### config.mk
export PLATFORM = sky130hd
export DESIGN_NAME = mul_accumulate_stage
export DESIGN_NICKNAME = d
export VERILOG_FILES = /design/src/rtl/mul_accumulate_stage.sv
export SDC_FILE = /design/constraint.sdc
export NUM_CORES = 1
export LEC_CHECK = 0
export ABC_CLOCK_PERIOD_IN_PS = 4100
export CAP_MARGIN = 20
export CORE_MARGIN = 1
export CORE_UTILIZATION = 35
export CTS_CLUSTER_SIZE = 10
export DETAILED_ROUTE_END_ITERATION = 10
export GPL_TIMING_DRIVEN = 0
export SETUP_SLACK_MARGIN = 0.02
export SYNTH_ARGS = -nofsm -noshare
export SYNTH_HDL_FRONTEND = slang
export SYNTH_SLANG_ARGS = --single-unit
### constraint.sdc
create_clock -name clk -period 4.1 [get_ports clk]
set_clock_uncertainty 0.15 [all_clocks]
set_input_delay 0.615 -clock clk [delete_from_list [all_inputs] [get_ports clk]]
set_output_delay 0.615 -clock clk [all_outputs]
set_load 0.02 [all_outputs]
### src/rtl/mul_accumulate_stage.sv
// mul_accumulate_stage: sums len unsigned 64-bit products (valid/ready in) into an ACC_W-bit accumulator with sticky carry, result via valid/ready out
module mul_accumulate_stage #(
  parameter int ACC_W = 72,
  parameter int CNT_W = 8
) (
  input  logic             clk,
  input  logic             rst,
  input  logic             start,
  input  logic [CNT_W-1:0] len,
  input  logic             in_valid,
  output logic             in_ready,
  input  logic [63:0]      in_prod,
  output logic             out_valid,
  input  logic             out_ready,
  output logic [ACC_W-1:0] out_acc,
  output logic             out_ovf,
  output logic             busy
);
  typedef enum logic [1:0] {IDLE, ACCUM, DONE} state_t;
  state_t state_q, state_d;
  logic [ACC_W-1:0] acc_q, acc_d;
  logic ovf_q, ovf_d;
  logic [CNT_W-1:0] cnt_q, cnt_d;
  logic [ACC_W:0] sum;
  assign sum = {1'b0, acc_q} + (ACC_W+1)'(in_prod);
  always_comb begin
    state_d = state_q;
    acc_d = acc_q;
    ovf_d = ovf_q;
    cnt_d = cnt_q;
    case (state_q)
      IDLE: if (start) begin
        acc_d = '0;
        ovf_d = 1'b0;
        cnt_d = len;
        state_d = len != '0 ? ACCUM : DONE;
      end
      ACCUM: if (in_valid) begin
        acc_d = sum[ACC_W-1:0];
        ovf_d = ovf_q | sum[ACC_W];
        cnt_d = cnt_q - CNT_W'(1);
        state_d = cnt_q == CNT_W'(1) ? DONE : ACCUM;
      end
      DONE: state_d = out_ready ? IDLE : DONE;
      default: state_d = IDLE;
    endcase
  end
  always_ff @(posedge clk) begin
    if (rst) begin
      state_q <= IDLE;
      acc_q <= '0;
      ovf_q <= 1'b0;
      cnt_q <= '0;
    end else begin
      state_q <= state_d;
      acc_q <= acc_d;
      ovf_q <= ovf_d;
      cnt_q <= cnt_d;
    end
  end
  assign in_ready = state_q == ACCUM;
  assign out_valid = state_q == DONE;
  assign busy = state_q != IDLE;
  assign out_acc = acc_q;
  assign out_ovf = ovf_q;
endmodule

==> results of run 1 <==
-- report_power, final --
group	leakage, nW	total [mW]	switching [mW]	internal [mW]
Sequential	0.674	0.880	0.0363	0.844
Clock	0.148	0.881	0.358	0.523
Combinational	2.80	0.737	0.422	0.315
Total	3.63	2.50	0.817	1.68
-- final cells by class --
type	count	area, um2	share of cell area, %
Timing Repair Buffer	152	1520	16.8
Sequential cell	83	1660	18.4
Inverter	27	101	1.12
Buffer	46	179	1.98
Tap cell	260	325	3.60
Multi-Input combinational cell	755	4930	54.6
Clock inverter	3	45.0	0.498
Clock buffer	13	270	2.99
-- flip-flops by register name (all words and copies together), names as in the netlist --
register and flops:
cnt_q 8, out_acc 72, state_q 2, out_ovf 1
-- synthesized netlist by cell type, types with 3 or more instances --
library cell	number	share of area (%)
and2_1	4	0.37
buf_2	5	0.37
a22o_1	4	0.51
a41oi_1	4	0.51
xor2_1	24	3.1
a311oi_1	3	0.38
nand3_1	14	1.0
nor3_1	13	0.95
nand4_1	23	2.1
mux2i_1	7	1.0
nand2b_1	8	0.73
a21o_1	35	3.8
ha_1	66	12
a21boi_1	3	0.33
or2_2	3	0.27
clkbuf_1	42	2.3
o21bai_1	16	1.8
nor4_1	6	0.55
a31oi_1	7	0.64
xnor2_1	31	4.0
nor2b_1	9	0.82
inv_1	26	1.4
o21ai_0	73	5.3
dfxtp_1	83	24
o21ai_1	7	0.51
nor2_1	72	4.0
o31ai_1	3	0.33
a211oi_1	7	0.77
a21boi_0	4	0.44
o21a_1	6	0.66
nand2_1	113	6.2
o211ai_1	5	0.55
a21oi_1	102	7.5
and3_1	6	0.55
a22oi_1	21	2.3
or3_1	13	1.2
a32oi_1	3	0.38
-- cell families (layout without fill, tap and decap cells) --
family / after synthesis / count (layout)
muxes: 7 / 7
AOI/OAI and AO/OA: 334 / 334
buffers and inverters: 74 / 241
adders and majority gates: 67 / 67
xor gates and xnor gates: 55 / 55
and+or+nand+nor: 292 / 292
DFF: 83 / 83
-- path summary, 6_finish.rpt --
kind                                    end   startpoint  slack (ns)  depth (start not counted)
worst max-delay path            out_acc[57]   in_prod[9]        0.25                         12
worst min-delay path            out_acc[31]  out_acc[31]        0.33                          2
worst max register to register  out_acc[57]   out_acc[9]        0.61                         11
worst min register to register  out_acc[31]  out_acc[31]        0.33                          2
-- per-layer routing --
layer	global-route usage [%]	vias to the layer above	share of wire, %
li1	-	3671	-
met1	29.6	3317	48
met2	33.6	207	44
met3	4.72	19	6.8
met4	4.92	0	1.2
met5	0	-	0
-- tightest hold or removal path, delay by kind of cell (launching register included) --
family | cells | cell delay (ns)
AO/OA/AOI/OAI | 1 | 0.06
flip-flops | 1 | 0.32
AND/OR/NAND/NOR | 1 | 0.05
-- timing repair --
item | in CTS | in global routing
endpoints found under the setup margin | 2 | 17
gates resized for setup | 2 | 8
pin swaps | 0 | 1
==> flow_summary.ini, run 1 <==
[outcome]
outcome = completed

[worst_hold_path]
hold_class = flip-flop to flip-flop

[worst_setup_path]
path_max_fanout = 5
crit_path_start_kind = primary input
cp_num_buf_inv = 1
max_stage_delay_ns = 0.41
required_ns = 4.20
worstPathArrival_ns = 3.96
worstPathCellList = clkdlybuf4s50_1 -> ha_1 -> a21oi_1 -> nand2_1 -> a221o_1 -> o21ai_1 -> a31oi_2 -> a21oi_2 -> o2111a_1 -> o31ai_1 -> or2_2 -> a32o_1
end_kind = flip-flop
critPathSlowestCell = clkdlybuf4s50_1
critPathKind = primary input to flip-flop
critPathTopFamily = compound AO/OA/AOI/OAI gates

[placement]
post-dp-hpwl_um = 17000
finalWeightedCongestion = 0.886
pre_cts_ws_ns = -0.398
place_area_um2 = 8690
dp_cells = 1324
io_buffers = 152

[grt]
grt_util_all_layers_pct = 21.4
antenna_found_initial = 1
grt_pass1_wl_um = 34200
grt_max_degree = 14
overflow = 0
grt_pass1_vias = 6652

[power]
fin_total_pwr_mw = 2.50
ir_drop_uv = 185
cellLeakagePower_nw = 3.63
p_per_area_nw_per_um2 = 276

[logic_synthesis]
synth-xor-area-share_pct = 7.04
synth_cells = 912
syn_avg_cell_area_um2 = 7.50
synth_compound_area_share_pct = 31.4
syn-num-nets = 1056
yosys_warnings = 0
yosys.area_share.simple_pct = 19.7
muxShareOfSynthArea_pct = 1.02
yosysUniqueCellTypes = 68
synth-adder-area-share_pct = 12.4
seq_area_frac_synth_pct = 24.3
synth_top_family_by_area = compound AO/OA/AOI/OAI gates
synth-edff-count = 0
ys.flop_type = dfxtp_1
ys_ff_latch = 83
syn-cell-area_um2 = 6840
async_flop_share_pct = 0

[drt]
drc = 0
vias_per_cell = 5.39
drt-initial-drc-count = 401
wl_per_cell_um = 16.0
firstDrtPassIters = 5
wl_um = 21400
ant_nets = 0
dr_total_vias = 7214

[sta]
drv_slew = 0
finalSetupViolCount = 0
tns_ns = 0
max-slew-margin-rel_pct = 51.9
setup_ws_ns = 0.246
hold_violations = 0
finalCriticalPeriod_ns = 3.85
max_freq_mhz = 259
holdWs_ns = 0.326
tightest_slew_ns = 0.721
finalCritPeriodShare_pct = 94.0

[floorplanning]
io_pins = 153
initial_core_util_pct = 36.1
rows = 50
dieArea_um2 = 20100
core_um2 = 19000
die_x_um = 142
fp.dieH_um = 142

[clock_network]
clockRootBuffer = clkbuf_16
cts_tree = done
cts_buffer_depth = 2
cts_setup_buffers = 0
htree_levels = 3
cts_hold_buf = 0
clock_sinks = 83
path_clk_slew_ns = 0.07
clk_latency_ns = 0.35
cts_made_buffers = 9

[finish]
syn2layout_area_growth_pct = 32.1
finalNonFillerCells = 1339
nFillCells = 1928
fin_area_um2 = 9040
final_common_cell = clkdlybuf4s50_1
final_core_util_pct = 47.7
layout_common_cells = clkdlybuf4s50_1, nand2_1, a21oi_1
final_layout_size_suffix_gt1_share_pct = 3.89
fin_nets = 1218
diodes = 0

[run]
drv_cap = 0
No activity file was read; power rests on OpenSTA's default activity.
==> run 2: changes to the inputs <==
Settings changed: TNS_END_PERCENT set to 100.
==> results of run 2 <==
Final layout, timing and power as in run 1 (identical DEF).
